File: src/rtl/oam_dma.sv
// OAM DMA engine: on a host write of a page number, halts the CPU and copies
// BYTE_COUNT bytes from {page, index} into the video block's OAM data register,
// one byte per GET/PUT CPU-cycle pair.
module oam_dma #(
   parameter logic [2:0] OAM_DATA_REG = 3'd4,
   parameter int         BYTE_COUNT   = 256
) (
   input  logic        I_clock,
   input  logic        I_reset,
   input  logic        I_cpu_tick,
   input  logic        I_trig_wren,
   input  logic [7:0]  I_trig_data,
   output logic        O_cpu_halt,
   output logic        O_busy,
   output logic [15:0] O_mem_addr,
   output logic        O_mem_rden,
   input  logic [7:0]  I_mem_data,
   output logic [2:0]  O_ppu_addr,
   output logic        O_ppu_wren,
   output logic [7:0]  O_ppu_data
);

   typedef enum logic [2:0] {
      S_IDLE, S_HALT, S_ALIGN, S_READ, S_WRITE, S_DONE
   } state_t;

   localparam logic [8:0] COUNT_END = 9'(BYTE_COUNT);

   state_t     state;
   logic [7:0] page;
   logic [8:0] index;
   logic [8:0] index_nxt;
   logic       parity;
   logic [7:0] data_latch;

   assign index_nxt = index + 9'd1;

   // The write strobe is only one I_clock wide, so it is qualified by the tick
   assign O_ppu_addr = OAM_DATA_REG;
   assign O_ppu_wren = (state == S_WRITE) && I_cpu_tick;
   assign O_ppu_data = O_ppu_wren ? data_latch : 8'h00;

   // Free-running GET/PUT phase: 0 = GET (read), 1 = PUT (write)
   always_ff @(posedge I_clock or posedge I_reset) begin
      if (I_reset) parity <= 1'b0;
      else if (I_cpu_tick) parity <= ~parity;
   end

   // Transfer FSM; halt/busy/read strobe/address are registered with the state
   always_ff @(posedge I_clock or posedge I_reset) begin
      if (I_reset) begin
         state      <= S_IDLE;
         page       <= 8'h00;
         index      <= 9'd0;
         data_latch <= 8'h00;
         O_cpu_halt <= 1'b0;
         O_busy     <= 1'b0;
         O_mem_rden <= 1'b0;
         O_mem_addr <= 16'h0000;
      end else begin
         case (state)
            S_IDLE: begin
               // Trigger is sampled on any clock, not just on a tick
               if (I_trig_wren) begin
                  page       <= I_trig_data;
                  index      <= 9'd0;
                  state      <= S_HALT;
                  O_cpu_halt <= 1'b1;
                  O_busy     <= 1'b1;
               end
            end
            S_HALT: begin
               if (I_cpu_tick) begin
                  // parity 1 now means the next tick is a GET: read straight away
                  if (parity) begin
                     state      <= S_READ;
                     O_mem_rden <= 1'b1;
                     O_mem_addr <= {page, index[7:0]};
                  end else begin
                     state <= S_ALIGN;
                  end
               end
            end
            S_ALIGN: begin
               if (I_cpu_tick) begin
                  state      <= S_READ;
                  O_mem_rden <= 1'b1;
                  O_mem_addr <= {page, index[7:0]};
               end
            end
            S_READ: begin
               if (I_cpu_tick) begin
                  data_latch <= I_mem_data;
                  state      <= S_WRITE;
                  O_mem_rden <= 1'b0;
                  O_mem_addr <= 16'h0000;
               end
            end
            S_WRITE: begin
               if (I_cpu_tick) begin
                  index <= index_nxt;
                  if (index_nxt == COUNT_END) begin
                     state      <= S_DONE;
                     O_cpu_halt <= 1'b0;
                  end else begin
                     // Only the low byte reaches the bus; page never carries
                     state      <= S_READ;
                     O_mem_rden <= 1'b1;
                     O_mem_addr <= {page, index_nxt[7:0]};
                  end
               end
            end
            S_DONE: begin
               if (I_cpu_tick) begin
                  state  <= S_IDLE;
                  O_busy <= 1'b0;
               end
            end
            default: state <= S_IDLE;
         endcase
      end
   end

endmodule

File: config.mk
export PLATFORM = sky130hd
export DESIGN_NAME = oam_dma
export DESIGN_NICKNAME = d
export VERILOG_FILES = /design/src/rtl/oam_dma.sv
export SDC_FILE = /design/constraint.sdc
export NUM_CORES = 1
export LEC_CHECK = 0
export ABC_AREA = 1
export BUFFER_PORTS_ARGS = -buffer_cell sky130_fd_sc_hd__buf_2
export CAP_MARGIN = 20
export CELL_PAD_IN_SITES_DETAIL_PLACEMENT = 1
export CELL_PAD_IN_SITES_GLOBAL_PLACEMENT = 2
export CORE_ASPECT_RATIO = 1.1
export CORE_MARGIN = 5
export CORE_UTILIZATION = 33
export DETAILED_ROUTE_END_ITERATION = 8
export PLACE_DENSITY = 0.89
export SLEW_MARGIN = 25
export SYNTH_ARGS = -nofsm -noshare
export SYNTH_HDL_FRONTEND = slang
export SYNTH_SLANG_ARGS = --single-unit
File: constraint.sdc
create_clock -name I_clock -period 4.3 [get_ports I_clock]
set_clock_uncertainty 0.15 [all_clocks]
set_input_delay 0.86 -clock I_clock [delete_from_list [all_inputs] [get_ports I_clock]]
set_output_delay 0.86 -clock I_clock [all_outputs]
set_load 0.02 [all_outputs]
=== Word level (Yosys, flattened, before mapping) ===
Cells that the tools add are included.

* Word-level logic and storage cells: 70
* Register bits: 48
* Bits in latches: 0
* Memory bits (writable): 0
* Input bits: 20
* Memories kept: 0
* Memory bits (read-only): 0

* $mul: 0
* Eq/ne operators: 15
* Shift-type cells: 0
* Divide/modulo/power cells: 0
* Reductions and logical operators: 12
* Order comparisons: 0
* Bitwise logic cells: 1
* $add $sub $neg: 1
* Muxes and demuxes: 32

{| class="wikitable"
|+ Operators by type and width
! operator !! count
|-
| $mux W16 || 6
|-
| $pmux W16 S4 || 1
|-
| $mux W3 || 7
|-
| $mux W9 || 2
|-
| $pmux W3 S6 || 1
|-
| $pmux W9 S2 || 1
|-
| $ne A2 B2 Y1 const B || 8
|-
| $mux W1 || 10
|-
| $add A9 B1 Y9 const B || 1
|-
| $eq A9 B9 Y1 const B || 1
|-
| $mux W8 || 1
|-
| $reduce_and A7 Y1 || 1
|-
| $eq A3 B2 Y1 const B || 2
|-
| $eq A3 B3 Y1 const B || 2
|-
| $reduce_and A3 Y1 || 2
|-
| $reduce_and A6 Y1 || 1
|-
| $pmux W1 S2 || 2
|-
| $pmux W1 S4 || 1
|-
| $reduce_and A2 Y1 || 2
|-
| $reduce_and A4 Y1 || 1
|-
| $reduce_bool A2 Y1 || 2
|-
| $reduce_bool A4 Y1 || 1
|-
| $eq A3 B1 Y1 const B || 1
|-
| $logic_not A3 Y1 || 1
|-
| 3 further kinds || 3
|}

=== Longest topological paths before layout ===
Gate-level depths: netlist (run 1).

* Depth after elaboration: 5
* Mapped depth: 13

=== Worst setup path after synthesis (run 1) ===
OpenSTA, ideal clock, no wires.

* Path kind: in2out
* Start: input port I_cpu_tick
* End: output port O_ppu_data[0]
* Setup slack: 1.296 ns
* Required time: 3.290 ns
* Stages on the path: 4
* Arrival: 1.994 ns
* Cell sequence: inv_1 -> nor2_1 -> clkinv_1 -> nor2_1

* Longest elaborated chain between the ends: 2

{| class="wikitable"
|+ RTL lines
! what !! RTL line !! RTL
|-
| from (decl) || 10 || <nowiki>input logic I_cpu_tick,</nowiki>
|-
| $logic_and A1 B1 Y1 || 40 || <nowiki>assign O_ppu_wren = (state == S_WRITE) && I_cpu_tick;</nowiki>
|-
| named net O_ppu_wren || 19 || <nowiki>output logic O_ppu_wren,</nowiki>
|-
| $mux W8 || 41 || <nowiki>assign O_ppu_data = O_ppu_wren ? data_latch : 8'h00;</nowiki>
|-
| to (decl) || 20 || <nowiki>output logic [7:0] O_ppu_data</nowiki>
|}

The timed path passes the listed nets, and every way through them passes these cells.

=== Worst setup path after layout (run 1) ===
* Start: register state[1]
* End: output port O_ppu_data[3]

* Longest elaborated chain between the ends: 3

{| class="wikitable"
|+ RTL lines
! what !! RTL line !! RTL
|-
| from (decl) || 29 || <nowiki>state_t state;</nowiki>
|-
| from (signal assigned) || 52 || <nowiki>state <= S_IDLE;</nowiki>
|-
| from (signal assigned) || 67 || <nowiki>state <= S_HALT;</nowiki>
|-
| from (signal assigned) || 76 || <nowiki>state <= S_READ;</nowiki>
|-
| $eq A3 B3 Y1 || 40 ||
|-
| $logic_and A1 B1 Y1 || 40 ||
|-
| $mux W8 || 41 ||
|}

No other way between the ends.

==> impl_metrics.py, run 1 <==
metrics = {
    "finish": {
        "syn_to_final_growth_pct": 16.4,
        "nets": 394,
        "nFillCells": 955,
        "final_util": 0.394,
        "drive_above_1_share": 0.233,
        "antenna_cells": 0,
        "stdcell_count": 461,
        "stdcell_area_mm2": 0.00293,
    },
    "global_routing": {
        "grt.total_usage": 0.147,
        "first_global_vias": 2322,
        "grt_max_degree": 49,
        "grt_pass1_wl_um": 11100,
        "grt_overflow_total": 0,
        "antenna_found_initial": 0,
    },
    "clock_tree": {
        "cts-root-buf": "clkbuf_8",
        "clock_sinks": 48,
        "hold_buffers": 0,
        "cts_tree": "done",
        "post_cts_resized": 0,
        "post-cts-setup-buffers": 0,
        "numCtsBuffers": 5,
        "cts.clk_slew.worst_paths_ps": 90,
        "htreeDepth": 2,
        "clk_path_buf_depth": 2,
        "clkLatencyLatePin_ps": 310,
    },
    "synthesis": {
        "yosys_most_used_dff": "dfrtp_1",
        "post_synth_instance_area_mm2": 0.00252,
        "synth_area_leaders": "dfrtp_1 48%, nand2_1 14%, nand3_1 6.0%, inv_1 5.5%, nor2_1 4.9%",
        "avgSynthCellArea_um2": 7.72,
        "synthDistinctLibCells": 29,
        "ys_async_sr_fraction": 1.00,
        "synth_edf_count": 0,
        "synth.largest_area_cell": "dfrtp_1",
        "synthCells": 326,
        "ys_ff_latch": 48,
        "ys_warn_count": 0,
        "ys_seq_area_frac": 0.477,
        "synth_top_area_share": 0.477,
    },
    "setup_path": {
        "crit_arrival_ps": 2140,
        "worstPathMaxFanout": 11,
        "path_class": "flop to output pin",
        "start_kind": "flop",
        "end_kind": "output pin",
        "r2r_cells": 11,
        "crit-reg2reg-launch": "index[0]$_DFFE_PP0P_",
        "r2r_slack_ps": 2010,
        "required_ps": 3290,
        "crit_start": "state[1]$_DFFE_PP0P_",
    },
    "flow_run": {
        "maxCapViolCount": 0,
    },
    "place": {
        "place_ws_ps": 1290,
        "place.port_buffers": 47,
        "finalWeightedCongestion": 0.817,
        "place_area_mm2": 0.00281,
        "dpl.hpwl_um": 4830,
        "placed_cells": 453,
    },
    "detailed_routing": {
        "totalWireLength_um": 6390,
        "dr_total_vias": 2171,
        "wl_per_cell_um": 13.9,
        "dr.pass1.iters": 4,
        "drc": 0,
        "drt_iter0_drc": 76,
        "ant_nets": 0,
        "via_per_inst": 4.71,
    },
    "timing": {
        "worst_pin_slew_ps": 696,
        "fmax_mhz": 317,
        "setup_viol": 0,
        "hold_ws_ps": 332,
        "min_period_over_period": 0.733,
        "slew_headroom": 0.536,
        "final.setup.tns_ps": 0,
        "finalHoldViolations": 0,
        "drv_slew": 0,
        "min_period_ps": 3150,
        "setup_slack_ps": 1150,
        "rsz0062_at_grt": "false",
    },
    "pwr": {
        "p_clk_frac": 0.204,
        "power.density_mw_per_mm2": 587,
        "switching_share": 0.419,
        "ir_drop_v": 0.000252,
        "total_power_mw": 1.72,
        "p_comb_frac": 0.406,
        "power_frac_seq": 0.389,
        "intPower_mw": 1.00,
        "power.leakage_nw": 1.57,
        "net-switching-power_mw": 0.720,
    },
    "min_path": {
        "hp-class": "flop to flop",
        "hold_depth": 2,
        "hold_start": "O_mem_addr[3]$_DFFE_PP0P_",
    },
    "floorplan": {
        "dieArea_mm2": 0.00948,
        "io_pins": 51,
        "fp.dieW_um": 93.3,
        "core_area_mm2": 0.00743,
        "die_h_um": 102,
        "start_util": 0.339,
        "row_count": 33,
    },
    "run_status": {
        "status": "finished, final reports clean",
    },
}
## flip-flops by register name, indices dropped and copies added, names as in the netlist
register	count
O_mem_rden	1
index	9
page	8
O_cpu_halt	1
data_latch	8
parity	1
O_busy	1
state	3
O_mem_addr	16
## cell type report
| type | count | area [um2] | share of cell area |
|---|---|---|---|
| repair buffers | 49 | 250 | 0.0854 |
| clock buffers | 6 | 82.6 | 0.0282 |
| well taps | 87 | 109 | 0.0371 |
| inverters | 40 | 153 | 0.0521 |
| multi-input cells | 229 | 1100 | 0.374 |
| clock inverters | 2 | 38.8 | 0.0132 |
| flip-flops and latches | 48 | 1200 | 0.410 |
## kinds of logic (layout without fill, tap and decap cells)
| kind of cell | Yosys count | count (layout) | synth area share |
|---|---|---|---|
| buf+inv | 50 | 97 | 0.0890 |
| xor+xnor | 1 | 1 | 0.00348 |
| fa+ha+maj | 1 | 1 | 0.00497 |
| compound gates | 38 | 38 | 0.0805 |
| flops | 48 | 48 | 0.477 |
| simple gates | 186 | 186 | 0.342 |
| other cells | 2 | 3 | 0.00298 |
## synth_stat cells (2+ instances only)
cell type,n
inv_1,37
a21oi_1,11
inv_2,2
o21ai_1,3
nand2_1,94
dfrtp_1,48
nor2_2,4
o21ai_0,21
buf_4,4
buf_2,4
nand2_2,15
conb_1,2
nor2_4,3
nor2_1,33
nand3b_1,2
nand3_1,30
## path summary, 6_finish.rpt
check / to
setup reg to reg: O_mem_addr[14]$_DFFE_PP0P_
setup / recovery: O_ppu_data[3]
max in group asynchronous: O_mem_addr[9]$_DFFE_PP0P_
hold / removal: O_mem_addr[3]$_DFFE_PP0P_
min in group asynchronous: data_latch[1]$_DFFE_PP0P_
hold reg to reg: O_mem_addr[3]$_DFFE_PP0P_
## cells in the final DEF (no fill, tap or decap), types with 2 or more instances in the layout
cell type	Yosys	layout
a21oi_1	11	11
inv_2	2	2
nor2_4	3	3
dfrtp_1	48	48
inv_1	37	36
nand3b_1	2	2
conb_1	2	3
o21ai_0	21	21
nand2_1	94	94
nand2_2	15	15
nand3_1	30	30
nor2_1	33	33
buf_4	4	2
clkbuf_8	0	6
o21ai_1	3	3
nor2_2	4	4
buf_2	4	47
## metal layers
metal,vias to the layer above,wire [um],global-route usage
li1,1099,-,-
met1,1030,2820,0.175
met2,31,3240,0.261
met3,11,212,0.0282
met4,0,121,0.0552
met5,-,0,0
## critical path, stage by stage (launching register included)
cell      delay [ps]
dfrtp_1          420
inv_2            110
nand2_1           80
nor2_1            90
buf_4            200
inv_1            100
nor2_1           200
clkinv_1         280
nor2_1           170
buf_2            180
## power groups by stage
| stage | combinational [mW] | clock (mW) | sequential, mW |
|---|---|---|---|
| CTS | 0.716 | 0.363 | 0.672 |
| finish | 0.699 | 0.351 | 0.670 |
| global route | 0.800 | 0.384 | 0.691 |
| detailed placement | 0.712 | 0 | 0.681 |
| global placement | 0.692 | 0 | 0.674 |
| floorplan | 0.471 | 0 | 0.726 |
No activity file was read; power rests on OpenSTA's default activity.
==> run 2, diff against run 1 <==
--- a/config.mk
+++ b/config.mk
@@ -12,9 +12,9 @@
 export CELL_PAD_IN_SITES_GLOBAL_PLACEMENT = 2
 export CORE_ASPECT_RATIO = 1.1
 export CORE_MARGIN = 5
-export CORE_UTILIZATION = 33
+export CORE_UTILIZATION = 28
 export DETAILED_ROUTE_END_ITERATION = 8
-export PLACE_DENSITY = 0.89
+export PLACE_DENSITY = 0.81
 export SLEW_MARGIN = 25
 export SYNTH_ARGS = -nofsm -noshare
 export SYNTH_HDL_FRONTEND = slang
==> constraint.sdc (replaced) <==
create_clock -name I_clock -period 2.8 [get_ports I_clock]
set_clock_uncertainty 0.15 [all_clocks]
set_input_delay 0.56 -clock I_clock [delete_from_list [all_inputs] [get_ports I_clock]]
set_output_delay 0.56 -clock I_clock [all_outputs]
set_load 0.02 [all_outputs]
==> impl_metrics.py, run 2 (synthesis gave the netlist of run 1 again) <==
metrics = {
    "run_status": {
        "status": "finished, final reports clean",
    },
    "finish": {
        "reg.largest.list": "O_mem_addr (16), index (9)",
        "regMostFlops": "O_mem_addr",
        "final_common_cell": "nand2_1",
        "syn_to_final_growth_pct": 19.5,
        "final_util": 0.341,
        "nets": 401,
        "final_cell_mix": "94 x nand2_1, 48 x dfrtp_1, 47 x buf_2, 36 x inv_1, 33 x nor2_1",
        "drive_above_1_share": 0.249,
        "antenna_cells": 0,
        "largest_reg_flops": 16,
        "stdcell_area_mm2": 0.00301,
        "stdcell_count": 495,
        "nFillCells": 1124,
    },
    "place": {
        "finalWeightedCongestion": 0.831,
        "place_ws_ps": 465,
        "place.port_buffers": 47,
        "placed_cells": 487,
        "dpl.hpwl_um": 5220,
        "place_area_mm2": 0.00289,
    },
    "timing": {
        "min_period_ps": 2480,
        "finalHoldViolations": 0,
        "final.setup.tns_ps": 0,
        "setup_slack_ps": 324,
        "drv_slew": 0,
        "rsz0062_at_grt": "false",
        "min_period_over_period": 0.884,
        "worst_pin_slew_ps": 510,
        "setup_viol": 0,
        "fmax_mhz": 404,
        "slew_headroom": 0.659,
    },
    "clock_tree": {
        "clk_path_buf_depth": 2,
        "clock_sinks": 48,
        "cts-root-buf": "clkbuf_8",
        "cts_tree": "done",
        "clkLatencyLatePin_ps": 310,
        "cts.clk_slew.worst_paths_ps": 100,
        "numCtsBuffers": 5,
        "htreeDepth": 2,
        "hold_buffers": 0,
    },
    "setup_path": {
        "path_class": "flop to output pin",
        "crit-reg2reg-launch": "index[0]$_DFFE_PP0P_",
        "r2r_cells": 11,
        "cp_common_cell": "nor2_1",
        "slowest_delay_ps": 440,
        "r2r_end": "O_mem_addr[12]$_DFFE_PP0P_",
        "crit_arrival_ps": 1770,
        "start_kind": "flop",
        "end_kind": "output pin",
        "worstPathCellList": "inv_2, nand2_1, nor2_1, inv_1, nor2_1, inv_2, nor2_1, buf_2",
        "worst_path_max_delay_cell": "dfrtp_1",
        "r2r_slack_ps": 550,
        "worstPathMaxFanout": 9,
        "required_ps": 2090,
    },
    "detailed_routing": {
        "totalWireLength_um": 6550,
        "dr.pass1.iters": 4,
        "dr_total_vias": 2240,
        "drc": 0,
        "drt_iter0_drc": 81,
        "wl_per_cell_um": 13.2,
        "via_per_inst": 4.53,
        "ant_nets": 0,
    },
    "global_routing": {
        "grt_max_degree": 20,
        "antenna_found_initial": 0,
        "grt.total_usage": 0.126,
        "first_global_vias": 2321,
        "grt_pass1_wl_um": 11300,
        "grt_overflow_total": 0,
    },
    "pwr": {
        "ir_drop_v": 0.000358,
        "power.leakage_nw": 1.60,
        "power.density_mw_per_mm2": 886,
    },
    "floorplan": {
        "core_area_mm2": 0.00883,
        "die_h_um": 109,
        "io_pins": 51,
        "dieArea_mm2": 0.0110,
        "row_count": 36,
        "start_util": 0.285,
        "fp.dieW_um": 100,
    },
    "flow_run": {
        "maxCapViolCount": 0,
    },
    "min_path": {
        "hp-class": "primary input to asynchronous set/reset pin",
    },
}
==> run 2: changes by cell type in the layout (fill, tap and decap cells not counted), sizes merged <==
cell	change
buf	+7
clkinv	-2
inv	+2
clkbuf	-1
clkinvlp	+1
==> run 2: worst max-delay path, delay by kind of cell, from the launching register on <==
family        cells  cell delay, ps
buf+inv           4             510
simple gates      4             500
flops             1             440
==> run 2: layout make-up <==
cell class	instances	area [um2]	area share
multi-input cells	229	1100	0.364
clock buffers	5	68.8	0.0229
flip-flops and latches	48	1200	0.399
clock inverters	3	46.3	0.0154
well taps	114	143	0.0474
inverters	40	150	0.0499
repair buffers	56	303	0.101
==> run 2: repair_timing <==
item | CTS | global route
endpoints found under the setup margin | 0 | 8
buffers inserted | 0 | 0
resized for setup | 0 | 1
==> run 2: where the power goes <==
group	switching, mW	leakage [nW]	internal, mW	total [mW]
logic	0.746	0.943	0.364	1.11
clock network	0.254	0.0548	0.269	0.524
registers	0.120	0.603	0.912	1.03
total	1.12	1.60	1.54	2.67
==> run 2: worst max-delay path by stage <==
| stage | from | to | slack (ps) | cells past startpoint |
|---|---|---|---|---|
| final | state[1]$_DFFE_PP0P_ | O_ppu_data[0] | 320 | 8 |
| after global routing | state[1]$_DFFE_PP0P_ | O_ppu_data[5] | 100 | 8 |
| after CTS | state[1]$_DFFE_PP0P_ | O_ppu_data[0] | 100 | 8 |
| after detailed placement | state[1]$_DFFE_PP0P_ | O_ppu_data[0] | 460 | 8 |
| after global placement | state[1]$_DFFE_PP0P_ | O_ppu_data[4] | 530 | 8 |
| after floorplan | state[1]$_DFFE_PP0P_ | O_ppu_data[0] | 310 | 7 |
==> run 2: metrics by stage <==
| step | hold WS (ps) | total power, mW |
|---|---|---|
| 4_1_cts | 76.6 | 2.72 |
| 6_report | 79.2 | 2.67 |
| 3_3_place_gp | 300 | 2.15 |
| 5_1_grt | 87.4 | 2.91 |
| 2_1_floorplan | 292 | 1.84 |
| 3_5_place_dp | 310 | 2.18 |
==> run 2: per-layer routing <==
metal / track usage / part of all wire / wire length [um] / vias up
met5: 0 / 0 / 0 / -
met1: 0.155 / 0.44 / 2860 / 1082
li1: - / - / - / 1115
met4: 0.0318 / 0.012 / 80 / 0
met2: 0.225 / 0.52 / 3390 / 34
met3: 0.0273 / 0.034 / 220 / 9
==> run 3, diff against run 2 <==
--- a/config.mk
+++ b/config.mk
@@ -14,7 +14,8 @@
 export CORE_MARGIN = 5
 export CORE_UTILIZATION = 28
 export DETAILED_ROUTE_END_ITERATION = 8
-export PLACE_DENSITY = 0.81
+export PLACE_DENSITY_LB_ADDON = 0.1
+export REMOVE_ABC_BUFFERS = 1
 export SLEW_MARGIN = 25
 export SYNTH_ARGS = -nofsm -noshare
 export SYNTH_HDL_FRONTEND = slang
==> impl_metrics.py, run 3 (synthesis gave the netlist of run 1 again) <==
metrics = {
    "floorplan": {
        "dieArea_mm2": 0.0110,
        "row_count": 36,
        "core_area_mm2": 0.00883,
        "start_util": 0.285,
        "die_h_um": 109,
        "io_pins": 51,
        "fp.dieW_um": 100,
    },
    "clock_tree": {
        "cts_tree": "done",
        "cts-root-buf": "clkbuf_8",
        "numCtsBuffers": 5,
        "clk_path_buf_depth": 2,
        "clkLatencyLatePin_ps": 300,
        "htreeDepth": 2,
        "clock_sinks": 48,
        "hold_buffers": 0,
        "post-cts-setup-buffers": 0,
        "cts.clk_slew.worst_paths_ps": 90,
        "post_cts_resized": 0,
    },
    "setup_path": {
        "worst_path_max_delay_cell": "dfrtp_1",
        "path_delay_family": "buffers and inverters",
        "path_class": "flop to output pin",
        "required_ps": 2090,
        "cp_common_cell": "nor2_1",
        "start_kind": "flop",
        "worstPathCellList": "inv_2, nand2_1, nor2_1, inv_1, nor2_1, inv_2, nor2_1, buf_2",
        "slowest_delay_ps": 430,
        "end_kind": "output pin",
        "crit_buf_inv": 4,
        "crit_arrival_ps": 1750,
        "worstPathMaxFanout": 9,
    },
    "pwr": {
        "power_frac_seq": 0.401,
        "p_comb_frac": 0.438,
        "switching_share": 0.432,
        "power.leakage_nw": 1.59,
        "intPower_mw": 1.45,
        "power.density_mw_per_mm2": 856,
        "ir_drop_v": 0.000334,
        "net-switching-power_mw": 1.11,
        "p_clk_frac": 0.161,
        "total_power_mw": 2.56,
    },
    "detailed_routing": {
        "ant_nets": 0,
        "via_per_inst": 4.50,
        "wl_met2_um": 3680,
        "dr_total_vias": 2227,
        "wl_per_cell_um": 14.1,
        "dr.pass1.iters": 4,
        "drc": 0,
        "totalWireLength_um": 6960,
        "drt_iter0_drc": 52,
        "wirelength_met1_um": 3030,
        "route.met3.wl_um": 196,
        "top_layer_used": "met4",
    },
    "finish": {
        "syn_to_final_growth_pct": 18.8,
        "nFillCells": 1142,
        "final_util": 0.339,
        "antenna_cells": 0,
        "drive_above_1_share": 0.244,
        "reg.largest.list": "O_mem_addr (16), index (9)",
        "largest_reg_flops": 16,
        "final_cell_mix": "94 x nand2_1, 48 x dfrtp_1, 47 x buf_2, 36 x inv_1, 33 x nor2_1",
        "final_common_cell": "nand2_1",
        "nets": 401,
        "regMostFlops": "O_mem_addr",
    },
    "flow_run": {
        "maxCapViolCount": 0,
    },
    "timing": {
        "finalHoldViolations": 0,
        "drv_slew": 0,
        "slew_headroom": 0.610,
        "rsz0062_at_grt": "false",
        "hold_ws_ps": 7.41,
        "setup_viol": 0,
        "fmax_mhz": 406,
        "worst_pin_slew_ps": 580,
        "min_period_over_period": 0.879,
        "min_period_ps": 2460,
    },
    "place": {
        "dpl.hpwl_um": 5330,
        "finalWeightedCongestion": 0.830,
        "place.port_buffers": 47,
    },
    "global_routing": {
        "grt.total_usage": 0.139,
        "grt_max_degree": 41,
        "first_global_vias": 2374,
        "antenna_found_initial": 0,
        "grt_pass1_wl_um": 12000,
        "grt_overflow_total": 0,
    },
    "run_status": {
        "status": "finished, final reports clean",
    },
    "min_path": {
        "hp-class": "primary input to asynchronous set/reset pin",
    },
}
[run 3: changes by cell type in the layout (fill, tap and decap cells not counted), sizes merged]
| cell | change |
|---|---|
| clkinv | +1 |
| bufinv | -1 |
| clkinvlp | -1 |
| inv | -1 |
| clkbuf | +2 |
[run 3: power by group through the flow]
stage	logic (mW)	clock network, mW	registers [mW]
2_1_floorplan	0.665	0	1.12
3_3_place_gp	1.14	0	1.04
3_5_place_dp	1.15	0	1.04
4_1_cts	1.16	0.440	1.03
5_1_grt	1.29	0.469	1.06
6_report	1.12	0.413	1.03
[run 3: layout make-up]
| cell class | count | area (um2) | share of cell area |
|---|---|---|---|
| Tap cell | 114 | 143 | 0.0477 |
| Sequential cell | 48 | 1200 | 0.402 |
| Clock inverter | 1 | 8.76 | 0.00293 |
| Clock buffer | 7 | 76.3 | 0.0255 |
| Timing Repair Buffer | 56 | 315 | 0.105 |
| Multi-Input combinational cell | 229 | 1100 | 0.367 |
| Inverter | 40 | 150 | 0.0502 |
[run 3: path summary, 6_finish.rpt]
check	cells past startpoint	slack (ps)	to	start
min reg2reg	2	320	O_mem_addr[2]$_DFFE_PP0P_	O_mem_addr[2]$_DFFE_PP0P_
max reg2reg	11	680	O_mem_addr[2]$_DFFE_PP0P_	index[1]$_DFFE_PP0P_
max	8	340	O_ppu_data[7]	state[1]$_DFFE_PP0P_
min	2	7	page[6]$_DFFE_PP0P_	I_reset
min in group I_clock	3	310	page[1]$_DFFE_PP0P_	I_trig_data[1]
max in group asynchronous	3	2000	index[0]$_DFFE_PP0P_	I_reset
[run 3: stage by stage]
step | setup WS (ps) | instances | TNS (ps) | cell area (um2)
4_1_cts | 104 | 495 | 0 | 2990
3_3_place_gp | 527 | 487 | 0 | 2910
3_5_place_dp | 475 | 487 | 0 | 2910
5_1_grt | 104 | 495 | 0 | 2990
6_report | 339 | 495 | 0 | 2990
2_1_floorplan | -156 | 317 | -1250 | 2450
[run 3: metal layers]
| metal | global-route usage | vias up |
|---|---|---|
| met1 | 0.168 | 1080 |
| li1 | - | 1121 |
| met5 | 0 | - |
| met2 | 0.249 | 24 |
| met4 | 0.0385 | 0 |
| met3 | 0.0273 | 2 |
